File: src/rtl/fetch_queue_pkg.sv
// Shared types and defaults for the dual-issue fetch queue.
package fetch_queue_pkg;

   localparam int unsigned FQ_WIDTH = 32;
   localparam int unsigned FQ_DEPTH = 8;

   typedef struct packed {
      logic [FQ_WIDTH-1:0] inst;
      logic [FQ_WIDTH-1:0] pc;
      logic                bp_taken;
   } fetch_entry_t;

   // Only 00, 01 and 11 are legal two-slot patterns; 10 collapses to 00.
   function automatic logic [1:0] slot_mask(input logic [1:0] v);
      return (v == 2'b10) ? 2'b00 : v;
   endfunction

endpackage

File: src/rtl/fetch_queue_if.sv
// Fetch-side and decode-side handshake bundle of the fetch queue.
interface fetch_queue_if #(
   parameter int unsigned WIDTH = 32,
   parameter int unsigned DEPTH = 8,
   parameter int unsigned PTR   = $clog2(DEPTH)
) ();

   logic                  flush;
   logic [1:0]            enq_valid;
   logic [1:0][WIDTH-1:0] enq_inst;
   logic [WIDTH-1:0]      enq_pc;
   logic [1:0]            enq_bp_taken;
   logic                  enq_ready;
   logic [1:0]            deq_valid;
   logic [1:0][WIDTH-1:0] deq_inst;
   logic [1:0][WIDTH-1:0] deq_pc;
   logic [1:0]            deq_bp_taken;
   logic [1:0]            deq_ready;
   logic [PTR:0]          count;

   modport master (
      output flush, enq_valid, enq_inst, enq_pc, enq_bp_taken, deq_ready,
      input  enq_ready, deq_valid, deq_inst, deq_pc, deq_bp_taken, count
   );

   modport slave (
      input  flush, enq_valid, enq_inst, enq_pc, enq_bp_taken, deq_ready,
      output enq_ready, deq_valid, deq_inst, deq_pc, deq_bp_taken, count
   );

endinterface

File: src/rtl/fetch_queue_ram.sv
// Entry storage: two write ports, two asynchronous read ports, no reset.
module fetch_queue_ram
   import fetch_queue_pkg::*;
#(
   parameter int unsigned DEPTH = FQ_DEPTH,
   parameter int unsigned PTR   = $clog2(DEPTH)
) (
   input  logic         clk,
   input  logic         we0,
   input  logic [PTR-1:0] waddr0,
   input  fetch_entry_t wdata0,
   input  logic         we1,
   input  logic [PTR-1:0] waddr1,
   input  fetch_entry_t wdata1,
   input  logic [PTR-1:0] raddr0,
   output fetch_entry_t rdata0,
   input  logic [PTR-1:0] raddr1,
   output fetch_entry_t rdata1
);

   fetch_entry_t mem [DEPTH];

   // The two write addresses are always tail and tail+1, so never equal.
   always_ff @(posedge clk) begin
      if (we0) mem[waddr0] <= wdata0;
      if (we1) mem[waddr1] <= wdata1;
   end

   assign rdata0 = mem[raddr0];
   assign rdata1 = mem[raddr1];

endmodule

File: src/rtl/fetch_queue.sv
// Dual-issue in-order instruction queue between fetch and the 2-wide decoder.
module fetch_queue
   import fetch_queue_pkg::*;
#(
   parameter int unsigned WIDTH = FQ_WIDTH, // storage entries are sized by FQ_WIDTH
   parameter int unsigned DEPTH = FQ_DEPTH,
   parameter int unsigned PTR   = $clog2(DEPTH)
) (
   input logic          clk,
   input logic          rst,
   fetch_queue_if.slave bus
);

   logic [PTR-1:0] head_q, tail_q;
   logic [PTR:0]   count_q;
   logic [1:0]     enq_v, deq_r, take;
   logic [1:0]     n_enq, n_deq;
   logic           enq_ready, we0, we1;
   fetch_entry_t   wdata0, wdata1, rdata0, rdata1;

   assign enq_v = slot_mask(bus.enq_valid);
   assign deq_r = slot_mask(bus.deq_ready);

   // Conservative: based on registered count only, no path from deq_ready.
   assign enq_ready = (count_q <= (PTR+1)'(DEPTH - 2));

   // Slot 1 is dropped when slot 0 is a predicted-taken branch.
   assign we0   = enq_ready & enq_v[0] & ~bus.flush;
   assign we1   = we0 & enq_v[1] & ~bus.enq_bp_taken[0];
   assign n_enq = {1'b0, we0} + {1'b0, we1};

   assign take  = bus.deq_valid & deq_r;
   assign n_deq = {1'b0, take[0]} + {1'b0, take[1]};

   always_comb begin
      wdata0 = '{inst: bus.enq_inst[0], pc: bus.enq_pc, bp_taken: bus.enq_bp_taken[0]};
      wdata1 = '{inst: bus.enq_inst[1], pc: bus.enq_pc + WIDTH'(4),
                 bp_taken: bus.enq_bp_taken[1]};
   end

   always_ff @(posedge clk) begin
      if (rst || bus.flush) begin
         head_q  <= '0;
         tail_q  <= '0;
         count_q <= '0;
      end else begin
         head_q  <= head_q + PTR'(n_deq);
         tail_q  <= tail_q + PTR'(n_enq);
         count_q <= count_q + (PTR+1)'(n_enq) - (PTR+1)'(n_deq);
      end
   end

   fetch_queue_ram #(
      .DEPTH (DEPTH)
   ) u_ram (
      .clk    (clk),
      .we0    (we0),
      .waddr0 (tail_q),
      .wdata0 (wdata0),
      .we1    (we1),
      .waddr1 (tail_q + PTR'(1)),
      .wdata1 (wdata1),
      .raddr0 (head_q),
      .rdata0 (rdata0),
      .raddr1 (head_q + PTR'(1)),
      .rdata1 (rdata1)
   );

   always_comb begin
      bus.enq_ready       = enq_ready;
      bus.count           = count_q;
      bus.deq_valid       = {count_q >= (PTR+1)'(2), count_q != '0};
      bus.deq_inst[0]     = rdata0.inst;
      bus.deq_inst[1]     = rdata1.inst;
      bus.deq_pc[0]       = rdata0.pc;
      bus.deq_pc[1]       = rdata1.pc;
      bus.deq_bp_taken[0] = rdata0.bp_taken;
      bus.deq_bp_taken[1] = rdata1.bp_taken;
   end

   a_enq_legal : assert property (@(posedge clk) disable iff (rst) bus.enq_valid != 2'b10)
      else $error("fetch_queue: illegal enq_valid pattern 10");
   a_deq_legal : assert property (@(posedge clk) disable iff (rst) bus.deq_ready != 2'b10)
      else $error("fetch_queue: illegal deq_ready pattern 10");

endmodule

File: src/flat_wrapper.sv
// flat-port wrapper written by rule: the top's interface ports become plain ports
module fetch_queue_flat import fetch_queue_pkg::*;
#(
   parameter int unsigned WIDTH = FQ_WIDTH,                                         
   parameter int unsigned DEPTH = FQ_DEPTH,
   parameter int unsigned PTR   = $clog2(DEPTH)
)
  (clk, rst, bus_flush, bus_enq_valid, bus_enq_inst, bus_enq_pc, bus_enq_bp_taken, bus_deq_ready, bus_enq_ready, bus_deq_valid, bus_deq_inst, bus_deq_pc, bus_deq_bp_taken, bus_count);
  fetch_queue_if #(.WIDTH(WIDTH), .DEPTH(DEPTH), .PTR(PTR)) bus_i ();
  input logic clk;
  input logic rst;
  input wire logic [$bits(bus_i.flush)-1:0] bus_flush;
  input wire logic [$bits(bus_i.enq_valid)-1:0] bus_enq_valid;
  input wire logic [$bits(bus_i.enq_inst)-1:0] bus_enq_inst;
  input wire logic [$bits(bus_i.enq_pc)-1:0] bus_enq_pc;
  input wire logic [$bits(bus_i.enq_bp_taken)-1:0] bus_enq_bp_taken;
  input wire logic [$bits(bus_i.deq_ready)-1:0] bus_deq_ready;
  output wire logic [$bits(bus_i.enq_ready)-1:0] bus_enq_ready;
  output wire logic [$bits(bus_i.deq_valid)-1:0] bus_deq_valid;
  output wire logic [$bits(bus_i.deq_inst)-1:0] bus_deq_inst;
  output wire logic [$bits(bus_i.deq_pc)-1:0] bus_deq_pc;
  output wire logic [$bits(bus_i.deq_bp_taken)-1:0] bus_deq_bp_taken;
  output wire logic [$bits(bus_i.count)-1:0] bus_count;
  assign bus_i.flush = bus_flush;
  assign bus_i.enq_valid = bus_enq_valid;
  assign bus_i.enq_inst = bus_enq_inst;
  assign bus_i.enq_pc = bus_enq_pc;
  assign bus_i.enq_bp_taken = bus_enq_bp_taken;
  assign bus_i.deq_ready = bus_deq_ready;
  assign bus_enq_ready = bus_i.enq_ready;
  assign bus_deq_valid = bus_i.deq_valid;
  assign bus_deq_inst = bus_i.deq_inst;
  assign bus_deq_pc = bus_i.deq_pc;
  assign bus_deq_bp_taken = bus_i.deq_bp_taken;
  assign bus_count = bus_i.count;
  fetch_queue #(.WIDTH(WIDTH), .DEPTH(DEPTH), .PTR(PTR)) u_core (.clk(clk), .rst(rst), .bus(bus_i));
endmodule
File: config.mk
export PLATFORM = sky130hd
export DESIGN_NAME = fetch_queue_flat
export DESIGN_NICKNAME = d
export VERILOG_FILES = /design/src/rtl/fetch_queue_pkg.sv /design/src/rtl/fetch_queue_if.sv /design/src/rtl/fetch_queue_ram.sv /design/src/rtl/fetch_queue.sv /design/src/flat_wrapper.sv
export SDC_FILE = /design/constraint.sdc
export NUM_CORES = 1
export LEC_CHECK = 0
export CAP_MARGIN = 5
export CORE_ASPECT_RATIO = 1.75
export CORE_MARGIN = 2
export CORE_UTILIZATION = 64
export CTS_CLUSTER_DIAMETER = 60
export CTS_CLUSTER_SIZE = 12
export DETAILED_ROUTE_END_ITERATION = 10
export PLACE_DENSITY_LB_ADDON = 0.15
export SLEW_MARGIN = 20
export SYNTH_ARGS = -nofsm -noshare
export SYNTH_HDL_FRONTEND = slang
export SYNTH_SLANG_ARGS = --single-unit
export TNS_END_PERCENT = 50
File: constraint.sdc
create_clock -name clk -period 6 [get_ports clk]
set_input_delay 0.9 -clock clk [delete_from_list [all_inputs] [get_ports clk]]
set_output_delay 0.9 -clock clk [all_outputs]
set_load 0.02 [all_outputs]
==> impl_metrics.yaml <==
run_status:
  status: "finished clean"
logic_synthesis:
  synth_fp_nets: 2751
  synthMuxAreaShare: 0.232
  synthCells: 2629
  postSynthAreaPerCell_um2: 12.0
  syn-cell-area_um2: 31600
  yosysSeqAreaShare: 0.501
  ys_ff_latch: 530
  synth-simple-area-share: 0.149
  synth_compound_area_frac: 0.00404
  synthAdderAreaFrac: 0.00769
  synth-xor-area-share: 0.0663
  synthTopCellsByArea: "edfxtp_1, mux4_2, nand2_1"
  yosys_warnings: 0
  synth_cell_types: 45
  synth_top_cell_by_area: "edfxtp_1"
  synth_top_family_by_area: "multiplexers"
  netlist.area_leader.share: 0.495
cts:
  cts_hold_buf: 0
  ctsResizeCount: 0
  clock_tree.root_cell: "clkbuf_16"
  clk_latency_ns: 0.59
  htreeDepth: 2
  clk_path_buf_depth: 3
  cts_made_buffers: 50
  cts_tree: "done"
  clock_sinks: 530
  post_cts_buffers: 0
  clk_pin_slew_ns: 0.06
timing:
  hold_viol: 0
  drv_slew: 0
  fin_crit_sh: 0.812
  setup_viol: 0
  skew_ns: 0.0245
  setup_tns_ns: 0
  period_needed_ns: 4.87
  worst_pin_slew_ns: 1.17
  max_slew_margin: 0.213
  rsz0062_at_grt: "false"
  timing.fmax_ghz: 0.205
setup_path:
  crit_path_max_fanout: 41
  cp.arrival_ns: 3.97
  cp-end-kind: "output pin"
  startpoint_type: "register"
  path_class: "register to output pin"
  worstPathRequired_ns: 5.10
finish:
  ff_latch_area_um2: 15800
  fin_nets: 2838
  final_cells: 3398
  layout-drive-gt1-share: 0.202
  fill_cells: 3255
  multi_input_area_um2: 14700
  syn_to_final_growth_pct: 13.2
  fin_area_um2: 35700
global_route:
  grt_first_pass_wirelength_um: 142000
  grt_usage: 0.381
  grt_pass1_vias: 23916
  grt_max_degree: 152
  antenna_found_initial: 7
  gr-total-overflow: 0
pwr:
  pwr-share-comb: 0.324
  switching_share: 0.292
  sequentialPowerShare: 0.396
  p_per_area_nw_per_um2: 299
  p_sw_w: 0.00312
  power.leakage_nw: 12.3
  vdd.ir_drop.worst_mv: 0.255
  p_clk_frac: 0.280
  internal-power_w: 0.00757
place:
  place_hpwl_um: 58700
  portBuffers: 241
  dpl_cell_area_um2: 34300
  placed_cells: 3318
  gp_congestion: 0.860
detailed_routing:
  wl_per_cell_um: 28.2
  drt-vias-per-instance: 6.71
  totalWireLength_um: 96000
  drtPass1Iterations: 6
  vias: 22790
  route.detailed.drc: 0
  dr.first_iter.drc_count: 2822
  ant_nets: 0
floorplan:
  floorplan.die_area_um2: 51200
  row_count: 107
  die_height_um: 298
  core_area_um2: 48700
  initial_core_util: 0.648
  pin_count: 242
  die_w_um: 172
hold_path:
  hold_path.class: "register to register"
job:
  maxCapViolCount: 0
==> per-layer routing <==
| layer | global-route usage | routed length [µm] | part of all wire |
|---|---|---|---|
| met3 | 0.0667 | 10800 | 0.11 |
| met5 | 0 | 24 | 0.00025 |
| met1 | 0.444 | 29900 | 0.31 |
| met4 | 0.241 | 6950 | 0.072 |
| met2 | 0.647 | 48300 | 0.50 |
==> final timing paths <==
kind | cells past startpoint | end | startpoint | slack [ns]
worst min register to register | 2 | u_core.tail_q[2] | u_core.tail_q[2] | 0.62
worst max-delay path | 5 | bus_deq_inst[33] | u_core.head_q[1] | 1.13
worst min-delay path | 2 | u_core.tail_q[2] | u_core.tail_q[2] | 0.62
worst max register to register | 8 | u_core.u_ram.mem[7][52] | u_core.bus.count[3] | 2.44
==> area by class of cell <==
cell class | count | share of cell area
Inverter | 20 | 0.00210
Antenna cell | 5 | 0.000350
Tap cell | 654 | 0.0229
Clock buffer | 72 | 0.0391
Sequential cell | 530 | 0.443
Timing Repair Buffer | 295 | 0.0813
Clock inverter | 3 | 0.00112
Multi-Input combinational cell | 1819 | 0.410
==> layout by cell type, fill, tap and decap left out, drive strengths merged <==
master         Yosys  layout
a21o               9       9
a21oi              1       1
and2               9       9
and3              10      10
and4               2       2
and4bb             1       1
buf              150      54
bufinv             0       1
clkbuf           110      72
clkdlybuf4s50      0     241
clkinv             0       2
dfxtp             10      10
diode              0       5
edfxtp           520     520
fa                 4       4
ha                13      13
inv               20      20
mux2             130     130
mux4             260     260
nand2            926     926
nand2b             3       3
nand3             32      32
nand4             10      10
nor2             122     122
nor2b              2       2
nor3              27      27
nor4               5       5
o2111a             1       1
o2111ai            1       1
o21a               1       1
o21ai              2       2
or2                4       4
or3                4       4
or4                1       1
xnor2            139     139
xor2             100     100
==> logic make-up (layout without fill, tap and decap cells) <==
family / Yosys count / after routing
and+or+nand+nor: 1158 / 1158
DFF: 530 / 530
muxes: 390 / 390
buffers and inverters: 280 / 390
xor gates and xnor gates: 239 / 239
adders and majority gates: 17 / 17
AOI/OAI and AO/OA: 15 / 15
other: 0 / 5
==> metrics by stage <==
step | setup slack [ns] | total power (W) | util | hold WS [ns]
floorplan | 1.99 | 0.00660 | - | 0.574
global placement | 1.75 | 0.00768 | 0.704 | 0.580
detailed placement | 1.71 | 0.00775 | 0.704 | 0.606
CTS | 1.14 | 0.0107 | 0.733 | 0.614
global route | 1.04 | 0.0110 | 0.733 | 0.674
finish | 1.13 | 0.0107 | 0.733 | 0.615
==> synthesized netlist by cell type (all sizes together) <==
master and count:
o21a 1, inv 20, o2111ai 1, fa 4, a21oi 1, or3 4
edfxtp 520, nor2b 2, xnor2 139, nor3 27, or2 4, o21ai 2
xor2 100, o2111a 1, buf 150, nand3 32, nand4 10, mux4 260
nand2 926, dfxtp 10, and2 9, nor2 122, or4 1, a21o 9
mux2 130, nor4 5, and4bb 1, and3 10, nand2b 3, clkbuf 110
and4 2, ha 13
==> registers in the layout, summed over array words and instances (netlist names) <==
register          flops
u_core.u_ram.mem    520
u_core.tail_q         3
u_core.head_q         3
u_core.bus.count      4
==> power groups by stage <==
stage / clock [W] / combinational, W / sequential, W
finish: 0.00299 / 0.00346 / 0.00424
global route: 0.00312 / 0.00365 / 0.00424
CTS: 0.00299 / 0.00346 / 0.00423
detailed placement: 0 / 0.00344 / 0.00431
global placement: 0 / 0.00338 / 0.00430
floorplan: 0 / 0.00231 / 0.00429
==> worst max-delay path, stage by stage, from the launching register on <==
cell	delay, ns
dfxtp_4	0.75
ha_4	0.68
buf_12	0.38
mux4_2	0.61
mux2_2	0.32
clkdlybuf4s50_1	0.55
Power figures use the tool's default switching activity.
